==> config.mk <==
export PLATFORM = sky130hd
export DESIGN_NAME = adc_capture
export DESIGN_NICKNAME = d
export VERILOG_FILES = /design/src/rtl/adc_capture_pkg.sv /design/src/rtl/adc_capture_decim.sv /design/src/rtl/adc_capture.sv
export SDC_FILE = /design/constraint.sdc
export NUM_CORES = 1
export LEC_CHECK = 0
export ABC_CLOCK_PERIOD_IN_PS = 2200
export CAP_MARGIN = 30
export CORE_ASPECT_RATIO = 1.1
export CORE_MARGIN = 2
export CORE_UTILIZATION = 48
export DETAILED_ROUTE_END_ITERATION = 12
export PLACE_DENSITY_LB_ADDON = 0.12
export SLEW_MARGIN = 20
export SYNTH_ARGS = -nofsm -noshare
export SYNTH_HDL_FRONTEND = slang
export SYNTH_SLANG_ARGS = --single-unit
==> constraint.sdc <==
create_clock -name clk_100M -period 2.2 [get_ports clk_100M]
set_input_delay 0.44 -clock clk_100M [delete_from_list [all_inputs] [get_ports clk_100M]]
set_output_delay 0.44 -clock clk_100M [all_outputs]
set_load 0.02 [all_outputs]
==> src/rtl/adc_capture_pkg.sv <==
// Shared constants for the ADC capture block: FSM encoding, buffer geometry
// and the EBI bank/register map through which the capture engine is driven.
package adc_capture_pkg;

    localparam int CAP_ADDR_W  = 12;
    localparam int CAP_WARMUP  = 8;
    localparam int CAP_DECIM_W = 8;
    localparam int SAMPLE_W    = 16;

    localparam logic [1:0] ST_IDLE    = 2'd0;
    localparam logic [1:0] ST_WARMUP  = 2'd1;
    localparam logic [1:0] ST_CAPTURE = 2'd2;
    localparam logic [1:0] ST_DONE    = 2'd3;

    // EBI chip-select banks; the capture buffer is mapped into its own bank
    localparam logic [3:0] EBI_BANK_REGS = 4'h0;
    localparam logic [3:0] EBI_BANK_BRAM = 4'h1;
    localparam logic [3:0] BRAM_BANK     = EBI_BANK_BRAM;

    typedef enum logic [7:0] {
        REG_CTRL   = 8'h00,
        REG_STATUS = 8'h04,
        REG_LEN    = 8'h08,
        REG_DECIM  = 8'h0C,
        REG_COUNT  = 8'h10
    } ebi_reg_e;

    typedef struct packed {
        logic abort;
        logic arm;
    } ebi_ctrl_t;

    typedef struct packed {
        logic of_sticky;
        logic done;
        logic busy;
    } ebi_status_t;

endpackage

==> src/rtl/adc_capture_decim.sv <==
// Decimation counter: flags one sample out of every (decim+1) while enabled,
// starting with the first strobe after a clear.
module sample_decimator #(
    parameter int DECIM_W = 8
) (
    input  logic               clk,
    input  logic               srst,
    input  logic               clear,
    input  logic               en,
    input  logic               valid,
    input  logic [DECIM_W-1:0] decim,
    output logic               keep
);

    localparam logic [DECIM_W-1:0] CNT_ONE = 1;

    logic [DECIM_W-1:0] cnt_reg;

    // Combinational so the write can be registered one cycle after the strobe
    assign keep = en && valid && (cnt_reg == '0);

    always_ff @(posedge clk) begin
        if (srst || clear) begin
            cnt_reg <= '0;
        end else if (en && valid) begin
            cnt_reg <= (cnt_reg == decim) ? '0 : cnt_reg + CNT_ONE;
        end
    end

endmodule

==> src/rtl/adc_capture.sv <==
// ADC capture engine: powers up the converter, discards its pipeline warm-up
// samples, then writes decimated samples into a 16-bit-wide capture BRAM.
module adc_capture
    import adc_capture_pkg::*;
#(
    parameter int ADDR_W  = CAP_ADDR_W,
    parameter int WARMUP  = CAP_WARMUP,
    parameter int DECIM_W = CAP_DECIM_W
) (
    input  logic               clk_100M,
    input  logic               rst,
    input  logic [15:0]        adc_data,
    input  logic               adc_of,
    input  logic               adc_valid,
    input  logic               arm,
    input  logic               abort,
    input  logic [ADDR_W-1:0]  cfg_len,
    input  logic [DECIM_W-1:0] cfg_decim,
    output logic               adc_clk_en,
    output logic               adc_noe,
    output logic [ADDR_W:0]    bram_addr,
    output logic [15:0]        bram_data,
    output logic               bram_we,
    output logic               busy,
    output logic               done,
    output logic               of_sticky,
    output logic [ADDR_W:0]    wr_count
);

    localparam int WU_W = $clog2(WARMUP + 1);
    localparam logic [WU_W-1:0]  WU_LAST = WU_W'(WARMUP - 1);
    localparam logic [WU_W-1:0]  WU_ONE  = 1;
    localparam logic [ADDR_W:0]  CNT_ONE = 1;

    logic [1:0]         state_reg;
    logic [ADDR_W-1:0]  len_reg;
    logic [DECIM_W-1:0] decim_reg;
    logic [WU_W-1:0]    wu_cnt_reg;
    logic [ADDR_W:0]    wr_count_reg;
    logic               of_reg;
    logic               we_reg;
    logic [ADDR_W:0]    addr_reg;
    logic [15:0]        data_reg;

    logic arm_ok;
    logic capturing;
    logic keep;
    logic last_write;

    // Abort outranks arm and also suppresses a write that would issue this cycle
    assign arm_ok     = arm && !abort && (state_reg == ST_IDLE || state_reg == ST_DONE);
    assign capturing  = (state_reg == ST_CAPTURE) && !abort;
    assign last_write = keep && (wr_count_reg[ADDR_W-1:0] == len_reg);

    sample_decimator #(
        .DECIM_W (DECIM_W)
    ) u_decim (
        .clk   (clk_100M),
        .srst  (rst),
        .clear (arm_ok),
        .en    (capturing),
        .valid (adc_valid),
        .decim (decim_reg),
        .keep  (keep)
    );

    always_ff @(posedge clk_100M) begin
        if (rst) begin
            state_reg    <= ST_IDLE;
            len_reg      <= '0;
            decim_reg    <= '0;
            wu_cnt_reg   <= '0;
            wr_count_reg <= '0;
            of_reg       <= 1'b0;
            we_reg       <= 1'b0;
            addr_reg     <= '0;
            data_reg     <= '0;
        end else begin
            we_reg <= keep;
            if (keep) begin
                // Low ADDR_W bits of the write count are the word pointer
                addr_reg     <= {wr_count_reg[ADDR_W-1:0], 1'b0};
                data_reg     <= adc_data;
                wr_count_reg <= wr_count_reg + CNT_ONE;
                if (adc_of) begin
                    of_reg <= 1'b1;
                end
            end
            if (arm_ok) begin
                len_reg      <= cfg_len;
                decim_reg    <= cfg_decim;
                wu_cnt_reg   <= '0;
                wr_count_reg <= '0;
                of_reg       <= 1'b0;
            end

            if (abort) begin
                state_reg <= ST_IDLE;
            end else begin
                case (state_reg)
                    ST_IDLE, ST_DONE: begin
                        if (arm) begin
                            state_reg <= ST_WARMUP;
                        end
                    end
                    ST_WARMUP: begin
                        if (adc_valid) begin
                            wu_cnt_reg <= wu_cnt_reg + WU_ONE;
                            if (wu_cnt_reg == WU_LAST) begin
                                state_reg <= ST_CAPTURE;
                            end
                        end
                    end
                    ST_CAPTURE: begin
                        if (last_write) begin
                            state_reg <= ST_DONE;
                        end
                    end
                    default: state_reg <= ST_IDLE;
                endcase
            end
        end
    end

    assign busy       = (state_reg == ST_WARMUP) || (state_reg == ST_CAPTURE);
    assign done       = (state_reg == ST_DONE);
    assign adc_clk_en = busy;
    assign adc_noe    = !busy;
    assign bram_we    = we_reg;
    assign bram_addr  = addr_reg;
    assign bram_data  = data_reg;
    assign of_sticky  = of_reg;
    assign wr_count   = wr_count_reg;

endmodule

# Word-level counts from Yosys, hierarchy flattened
# Index checks and enable logic that the tools add are counted.
# totals
regBits	77
input_bits	42
wordCells	51
# classes
add_sub_neg	3
eq_ne	10
n_mux	10
n_reduce_logical	18
# op_table
cell	n
$mux 4	4
$add 13x1->13 const B	1
$eq 12x12->1	1
$add 8x1->8 const B	1
$eq 8x8->1	1
$logic_not 8->1	1
$mux 2	4
$mux 8	1
$ne 2x2->1 const B	4
$logic_and 1x1->1	6
$pmux 2 s3	1
$reduce_or 2->1	3
$add 4x1->4 const B	1
$eq 2x2->1 const B	2
$eq 4x3->1 const B	1
$reduce_and 4->1	1
$logic_or 1x1->1	3
$eq 2x1->1 const B	1
$logic_not 1->1	2
$logic_not 2->1	1
$reduce_and 2->1	1

# Depth between registers and ports, before layout
# Gate-level depths: netlist of the first run.
# logic_depth
ltp_word	7
ltp_mapped	9
mapped_depth_nobuf	7

# By module
# Synthesis of the first run repeated with hierarchy kept, for this count alone.
# hier_totals
cells_unflattened	376
hier_area_um2	3352.0
# by_module_without_submodules
module	instances	cells_each	area_per_inst_um2	seq_area_each_um2
adc_capture	1	318	2816.5	1381.3
sample_decimator	1	58	535.5	160.2

# Worst setup path before layout of the first run
# No wires, ideal clock.
# synth_path
path_kind	register to register
startpoint	reg wr_count_reg[2] (netlist: wr_count[2])
endpoint	reg state_reg[0]
arrival_time_ns	1.792
slack_ns	0.346
stages_incl_launch_ff	7
synth_period_minus_slack_ns	1.854
cell_sequence	dfxtp_1 -> clkbuf_1 -> xor2_1 -> nor4_2 -> nand4_4 -> or4b_1 -> nand3_1
# synth_between
elab_chain_cells	4
# synth_rtl
item	line_no	source
start, declared	adc_capture.sv:39	logic [ADDR_W:0] wr_count_reg;
start signal, assigned	adc_capture.sv:84	wr_count_reg <= wr_count_reg + CNT_ONE;
$eq 12x12->1	adc_capture.sv:53	assign last_write = keep && (wr_count_reg[ADDR_W-1:0] == len_reg);
$logic_and 1x1->1	adc_capture.sv:53	
$ne 2x2->1 (no line)	n/a	
$reduce_and 4->1 (no line)	n/a	
end signal, assigned	adc_capture.sv:69	state_reg <= ST_IDLE;
end signal, assigned	adc_capture.sv:98	state_reg <= ST_IDLE;
end signal, assigned	adc_capture.sv:103	state_reg <= ST_WARMUP;
end, declared	adc_capture.sv:35	logic [1:0] state_reg;
# Every way passes these cells.
# A chain may end at the register's enable or synchronous reset.

# Final worst setup path of the first run
# layout_path
startpoint	reg state_reg[0]
endpoint	out busy
# layout_between
elab_chain_cells	2
word_cells_on_any_way	3
classes_between	eq/ne (2); reduce/logical (1)
# layout_rtl
item	line_no	source
$eq 2x1->1 or $eq 2x2->1 (tied branches)	adc_capture.sv:125	assign busy = (state_reg == ST_WARMUP) || (state_reg == ST_CAPTURE);
$logic_or 1x1->1 *	adc_capture.sv:125	
end, declared	adc_capture.sv:24	output logic busy,
# Mark *: on every way between the ends. The rest lies on a longest branch, timed or not.

==> impl_metrics.toml, run 1 <==
[outcome]
status = "completed"

[power_and_ir_drop]
peakVddDrop_uv = 469
power.density_nw_per_um2 = 675
p_leak_nw = 1.81

[grt]
gr-usage-all-layers_pct = 20.7
grt-ovfl-total = 0
antenna_found_initial = 0
grt_pass1_wl_um = 12800
grt_pass1_vias = 2867
grt_start_max_net_pins = 30

[routing]
dr_total_vias = 3002
first_pass_iters = 4
drtIter0Drc = 130
drtAntennaViolNets = 0
routed_wl_um = 7670
drcViolationCount = 0
avgViaCountPerCell = 5.09
wl_per_cell_um = 13.0

[synthesis]
synth_edf_count = 0
synthesis.instances = 406
syn_avg_cell_area_um2 = 8.16
synth_seq_cells = 77
netlist.area_leader.share_pct = 46.5
ys_types = 36
ys_warn_count = 0
synth_ff_type = "dfxtp_1"
async_reset_ff_share_pct = 0
syn_nets = 455
synth_top_area_cell = "dfxtp_1"
netlist_area_um2 = 3310
synthTopCellsByArea = "dfxtp_1 (47%), nand2_1 (12%), a21oi_1 (8.6%)"
yosysSeqAreaShare_pct = 46.5

[layout]
largest_reg_flops = 16
nets = 552
final_area_um2 = 4620
layout_common_cells = "nand2_1 (105), clkdlybuf4s50_1 (84), dfxtp_1 (77)"
multi_input_area_um2 = 1630
final_common_cell = "nand2_1"
drive_above_1_share_pct = 8.66
final_cells = 590
num_antenna_cells = 0
fin_util_pct = 69.7
syn_to_final_growth_pct = 39.6
regArea_um2 = 1540
final.fill_count = 529

[min_path]
whs_path_depth = 2
hp-class = "in -> reg"

[critical_path]
cp_slowest_stage_delay_ns = 0.39
critPathRequiredTime_ns = 1.76
reg2reg_from = "state_reg[0]$_SDFFE_PP0P_"
worst_ep_arrival_time_ns = 1.59
r2r_slack_ns = 0.29
crit_end = "busy"
r2r_cells = 8
slowest_stage = "dfxtp_1"
endpoint_kind = "primary output"
cp-startpoint = "state_reg[0]$_SDFFE_PP0P_"
crit_type = "reg -> out"
r2r-end = "wr_count[8]$_SDFFE_PP0P_"
path_cells = "inv_1 > ha_1 > inv_1 > dlygate4sd2_1"
crit_fanout = 6
cpMostUsedCell = "inv_1"
start_kind = "flop"

[clock_network]
cts.path.max_buffers = 2
cts_tree = "done"
hold_buffers = 0
cts.sinks = 77
numCtsBuffers = 9
clock_latency_ns = 0.35
clk_pin_slew_worst_paths_ns = 0.08
root_buffer = "clkbuf_8"
cts.htree.levels = 3

[flow_run]
timing.max_cap.violations = 0

[timing]
timing.fmax_ghz = 0.493
min_period_ns = 2.03
fin_worst_skew_ns = 0.00783
fin_setup_tns_ns = 0
hold_viol = 0
finalSetupViolations = 0
grt_setup_unrepaired = "no"
setup_slack_ns = 0.173
slew_violations = 0
fin_crit_sh_pct = 92.1

[place]
hpwl_um = 5550
place_ws_ns = 0.0820
port_buffers = 88
dp.cells = 574
dpl_cell_area_um2 = 4360
gp_congestion = 0.857

[floorplan]
initial_core_util_pct = 49.9
rows = 31
die_w_um = 83.2
ios = 90
die-area_um2 = 7580
core_um2 = 6630
die_h_um = 91.1
## per-stage QoR
| step | power [mW] | hold WS [ns] |
|---|---|---|
| global placement | 1.74 | 0.437 |
| global route | 3.23 | 0.396 |
| finish | 3.12 | 0.387 |
| detailed placement | 1.74 | 0.442 |
| CTS | 3.15 | 0.385 |
| floorplan | 1.61 | 0.428 |
## cells in the mapped netlist, drive strengths merged, types with 7 or more instances
| master | number |
|---|---|
| nor2 | 34 |
| nand4 | 10 |
| clkbuf | 18 |
| a21oi | 57 |
| xor2 | 31 |
| xnor2 | 8 |
| buf | 7 |
| nand3 | 12 |
| dfxtp | 77 |
| nand2 | 105 |
| ha | 7 |
## per-layer routing
layer | part of all wire [%] | up-vias | wire (µm) | global-route usage [%]
li1 | - | 1534 | - | -
met1 | 43 | 1401 | 3270 | 23.6
met2 | 51 | 56 | 3920 | 36.5
met3 | 4.6 | 11 | 350 | 4.82
met4 | 1.8 | 0 | 138 | 9.29
met5 | 0 | - | 0 | 0
## cell type report
class | instances | share of cell area, %
Clock buffer | 10 | 2.98
Clock inverter | 6 | 2.90
Inverter | 6 | 0.487
Multi-Input combinational cell | 298 | 35.2
Sequential cell | 77 | 33.3
Tap cell | 82 | 2.22
Timing Repair Buffer | 111 | 22.9
## worst max-delay path, delay by kind of cell (launching register included)
family | cells | cell delay (ns)
flip-flops | 1 | 0.39
adder cells (fa/ha/maj) | 1 | 0.36
buffers and inverters | 3 | 0.50
## cells by family (layout without fill, tap and decap cells)
group / count (synthesis) / in the layout / synth area share, %
AO/OA/AOI/OAI: 65 / 65 / 10.2
XOR/XNOR: 39 / 39 / 10.3
adder cells (fa/ha/maj): 7 / 7 / 2.64
buffers and inverters: 31 / 133 / 4.27
flip-flops: 77 / 77 / 46.5
other: 1 / 1 / 0.113
AND/OR/NAND/NOR: 186 / 186 / 26.0
## what timing repair did
| action | CTS | global route |
|---|---|---|
| buffers inserted | 0 | 0 |
| gates resized for setup | 3 | 0 |
| endpoints found under the setup margin | 3 | 0 |
## power by group
| part | internal [mW] | leakage (nW) | switching [mW] |
|---|---|---|---|
| clock network | 0.899 | 0.136 | 0.515 |
| logic | 0.137 | 1.05 | 0.132 |
| registers | 1.42 | 0.622 | 0.0187 |
## how the worst min path moves through the flow
stage / slack (ns) / to / startpoint
after floorplan: 0.43 / wu_cnt_reg[3]$_SDFF_PP0_ / wu_cnt_reg[3]$_SDFF_PP0_
final: 0.39 / wu_cnt_reg[2]$_SDFF_PP0_ / rst
after global routing: 0.40 / bram_we$_SDFF_PP0_ / rst
after detailed placement: 0.44 / bram_data[14]$_SDFFE_PP0P_ / bram_data[14]$_SDFFE_PP0P_
after CTS: 0.38 / bram_we$_SDFF_PP0_ / rst
after global placement: 0.44 / bram_data[3]$_SDFFE_PP0P_ / bram_data[3]$_SDFFE_PP0P_
(Power assumes the default switching activity.)
==> inputs of run 2 (changes only) <==
Settings changed: ABC_CLOCK_PERIOD_IN_PS 2200 to 2300.
Clock period 2.2 ns to 2.3 ns, I/O delays scaled along.
==> impl_metrics.toml, run 2 (synthesis gave the netlist of run 1 again) <==
[timing]
fin_worst_skew_ns = 0.00967
finalSetupViolations = 0
timing.fmax_ghz = 0.488
min_period_ns = 2.05
hold_viol = 0
worst_pin_slew_ns = 0.529
fin_crit_sh_pct = 89.2
slew_headroom_pct = 64.4
grt_setup_unrepaired = "no"
slew_violations = 0
fin_setup_tns_ns = 0

[critical_path]
reg2reg_from = "state_reg[0]$_SDFFE_PP0P_"
r2r_slack_ns = 0.35
start_kind = "flop"
endpoint_kind = "primary output"
crit_fanout = 6
crit_type = "reg -> out"
critPathRequiredTime_ns = 1.84
r2r_cells = 8
worst_ep_arrival_time_ns = 1.59
cp-startpoint = "state_reg[0]$_SDFFE_PP0P_"

[clock_network]
cts_setup_buffers = 0
cts.sinks = 77
clock_latency_ns = 0.34
cts_tree = "done"
cts.path.max_buffers = 2
clk_pin_slew_worst_paths_ns = 0.08
cts.htree.levels = 3
root_buffer = "clkbuf_8"
numCtsBuffers = 9

[grt]
grt_start_max_net_pins = 36
grt_pass1_vias = 2921
gr-usage-all-layers_pct = 21.5
antenna_found_initial = 0
grt-ovfl-total = 0
grt_pass1_wl_um = 13300

[floorplan]
die-area_um2 = 7580
die_h_um = 91.1
core_um2 = 6630
rows = 31
initial_core_util_pct = 49.9
die_w_um = 83.2
ios = 90

[routing]
first_pass_iters = 4
routed_wl_um = 7930
avgViaCountPerCell = 5.16
drcViolationCount = 0
dr_total_vias = 3022
wl_per_cell_um = 13.5
drtAntennaViolNets = 0
drtIter0Drc = 123

[layout]
syn_to_final_growth_pct = 37.2
final_common_cell = "nand2_1"
final_area_um2 = 4550
drive_above_1_share_pct = 7.74
largest_reg_flops = 16
num_antenna_cells = 0
nets = 549
layout_common_cells = "nand2_1 (105), clkdlybuf4s50_1 (84), dfxtp_1 (77)"

[min_path]
whs_path_depth = 2
hp-class = "in -> reg"
hp-start = "rst"

[place]
gp_congestion = 0.823
hpwl_um = 5730
dpl_cell_area_um2 = 4350
port_buffers = 88

[power_and_ir_drop]
peakVddDrop_uv = 449
power.density_nw_per_um2 = 587
p_leak_nw = 1.76

[flow_run]
timing.max_cap.violations = 0

[outcome]
status = "completed"
-- run 2: cell count changes in the layout (fill, tap and decap cells not counted) --
cell / previous run / this run
clkbuf_8: 10 / 11
clkbuf_1: 0 / 1
dlymetal6s2s_1: 0 / 1
dlygate4sd2_1: 3 / 2
clkinv_4: 1 / 0
buf_4: 22 / 18
inv_6: 0 / 1
bufinv_16: 4 / 1
buf_12: 1 / 2
-- run 2: path summary, 6_finish.rpt --
path / endpoint
setup reg to reg: wr_count[11]$_SDFFE_PP0P_
hold reg to reg: bram_data[7]$_SDFFE_PP0P_
hold / removal: wu_cnt_reg[2]$_SDFF_PP0_
setup / recovery: busy
-- run 2: metal layers --
metal | track usage, % | routed length (µm) | up-vias
met3 | 5.36 | 420 | 23
met5 | 0 | 0 | -
met1 | 23.8 | 3310 | 1392
li1 | - | - | 1525
met2 | 38.3 | 4020 | 82
met4 | 10.2 | 171 | 0
-- run 2: layout make-up --
type	instances	area, µm²
fill	568	2090
multi-input combinational	298	1630
sequential	77	1540
timing repair buffer	108	1050
clock buffer	12	155
tap	82	103
clock inverter	3	43.8
inverter	6	22.5
-- run 2: worst max-delay path, cell delays in order, from the launching register on --
cell	delay [ns]
dfxtp_1	0.40
inv_1	0.08
ha_1	0.36
inv_1	0.08
dlygate4sd2_1	0.33
-- run 2: repair_timing --
action / CTS / global route
gates resized for setup: 2 / 1
hold buffers: 0 / 0
setup endpoints to repair: 2 / 1
-- run 2: power by group --
part	leakage (nW)	total [mW]	switching, mW	internal [mW]
combinational	1.04	0.262	0.130	0.132
clock	0.103	1.03	0.473	0.558
sequential	0.622	1.37	0.0184	1.36
-- run 2: through the flow --
step,instances,worst slack [ns],power [mW],utilization (%),hold WS (ns)
detailed placement,571,0.170,1.67,65.5,0.443
global placement,571,0.189,1.66,65.5,0.437
finish,586,0.249,2.67,68.5,0.403
global route,586,0.144,2.77,68.5,0.414
floorplan,406,0.446,1.54,-,0.428
CTS,586,0.0166,2.69,68.5,0.402
==> inputs of run 3 (changes only) <==
Settings changed: CAP_MARGIN 30 to 10, GPL_TIMING_DRIVEN set to 0.
==> impl_metrics.toml, run 3 (synthesis gave the netlist of run 1 again) <==
[critical_path]
reg2reg_from = "u_decim.cnt_reg[0]$_SDFFE_PP0P_"
critPathRequiredTime_ns = 1.84
crit_fanout = 6
endpoint_kind = "primary output"
r2r-end = "state_reg[0]$_SDFFE_PP0P_"
crit_type = "reg -> out"
worst_ep_arrival_time_ns = 1.68
r2r_slack_ns = 0.29
r2r_cells = 8
start_kind = "flop"

[clock_network]
numCtsBuffers = 9
cts_tree = "done"
cts.path.max_buffers = 2
root_buffer = "clkbuf_8"
hold_buffers = 0
clk_pin_slew_worst_paths_ns = 0.07
cts.htree.levels = 3
cts.sinks = 77
clock_latency_ns = 0.35

[min_path]
hp-start = "bram_data[1]$_SDFFE_PP0P_"
hp-class = "reg -> reg"
min_to = "bram_data[1]$_SDFFE_PP0P_"
whs_path_depth = 2

[power_and_ir_drop]
power_mw = 2.55
peakVddDrop_uv = 430
p_leak_nw = 1.69
power.density_nw_per_um2 = 571

[timing]
fin_setup_tns_ns = 0
timing.fmax_ghz = 0.466
finalSetupViolations = 0
worst_pin_slew_ns = 0.550
min_period_ns = 2.14
hold_viol = 0
fin_crit_sh_pct = 93.2
setup_slack_ns = 0.156
fin_worst_skew_ns = 0.00976
grt_setup_unrepaired = "no"
slew_headroom_pct = 63.3
slew_violations = 0

[place]
place_ws_ns = -0.240
dp.cells = 575
gp_congestion = 0.784
port_buffers = 87
hpwl_um = 5800
dpl_cell_area_um2 = 4290

[layout]
final.fill_count = 613
layout_common_cells = "nand2_1 (105), clkdlybuf4s50_1 (84), dfxtp_1 (77)"
final_area_um2 = 4460
num_antenna_cells = 0
drive_above_1_share_pct = 5.12
largest_reg_flops = 16
final_common_cell = "nand2_1"
syn_to_final_growth_pct = 34.7
final_cells = 590
nets = 552

[routing]
routed_wl_um = 7770
route.top_layer_used = "met4"
avgViaCountPerCell = 5.09
met1Wirelength_um = 3360
wl_per_cell_um = 13.2
met2_length_um = 3910
drtAntennaViolNets = 0
met3_wirelength_um = 398
drtIter0Drc = 148
first_pass_iters = 4
drcViolationCount = 0
dr_total_vias = 3001

[flow_run]
timing.max_cap.violations = 0

[floorplan]
core_um2 = 6630
initial_core_util_pct = 49.9
die-area_um2 = 7580
ios = 90
die_w_um = 83.2
die_h_um = 91.1
rows = 31

[grt]
antenna_found_initial = 0
grt_pass1_wl_um = 13400
grt_start_max_net_pins = 14
grt-ovfl-total = 0
grt_pass1_vias = 2923
gr-usage-all-layers_pct = 21.5

[outcome]
status = "completed"
-- run 3: layout make-up --
cell class | instances | area (µm²) | area share, %
multi-input cells | 298 | 1630 | 36.6
flip-flops and latches | 77 | 1540 | 34.5
repair buffers | 87 | 871 | 19.5
clock buffers | 11 | 141 | 3.17
plain buffers | 24 | 115 | 2.58
well taps | 82 | 103 | 2.30
clock inverters | 5 | 35.0 | 0.785
inverters | 6 | 22.5 | 0.505
-- run 3: worst max path at each step --
stage                                 to  slack, ns  cells after the start                       from
6_report                            busy       0.16                      5  state_reg[0]$_SDFFE_PP0P_
5_1_grt                             busy       0.02                      5  state_reg[0]$_SDFFE_PP0P_
4_1_cts                          adc_noe       0.03                      3  state_reg[0]$_SDFFE_PP0P_
3_5_place_dp   bram_addr[8]$_SDFFE_PP0P_      -0.24                      8                      abort
3_3_place_gp   bram_addr[4]$_SDFFE_PP0P_      -0.25                      8                  adc_valid
2_1_floorplan  state_reg[0]$_SDFFE_PP0P_       0.45                      6   wr_count[2]$_SDFFE_PP0P_
-- run 3: repair_timing --
action                     CTS  global route
resized for setup            2             2
buffers inserted             0             0
setup endpoints to repair    2            19
-- run 3: metrics by stage --
stage                     hold WS [ns]  util [%]
after CTS                        0.455      67.2
after global routing             0.471      67.3
after floorplan                  0.428         -
final                            0.454      67.3
after global placement           0.437      64.6
after detailed placement         0.444      64.6
-- run 3: critical path, cell delays in order (launching register included) --
cell	delay [ns]
dfxtp_1	0.40
inv_1	0.08
ha_1	0.36
inv_1	0.07
buf_4	0.13
dlygate4sd2_1	0.31
-- run 3: layer usage --
layer	track usage [%]	vias up
met5	0	-
met4	6.69	0
met3	4.91	8
met2	39.4	70
met1	24.6	1395
li1	-	1528
-- run 3: report_power, final --
| part | switching, mW | leakage, nW | internal (mW) |
|---|---|---|---|
| sequential | 0.0178 | 0.622 | 1.36 |
| clock | 0.500 | 0.0897 | 0.424 |
| combinational | 0.126 | 0.979 | 0.124 |
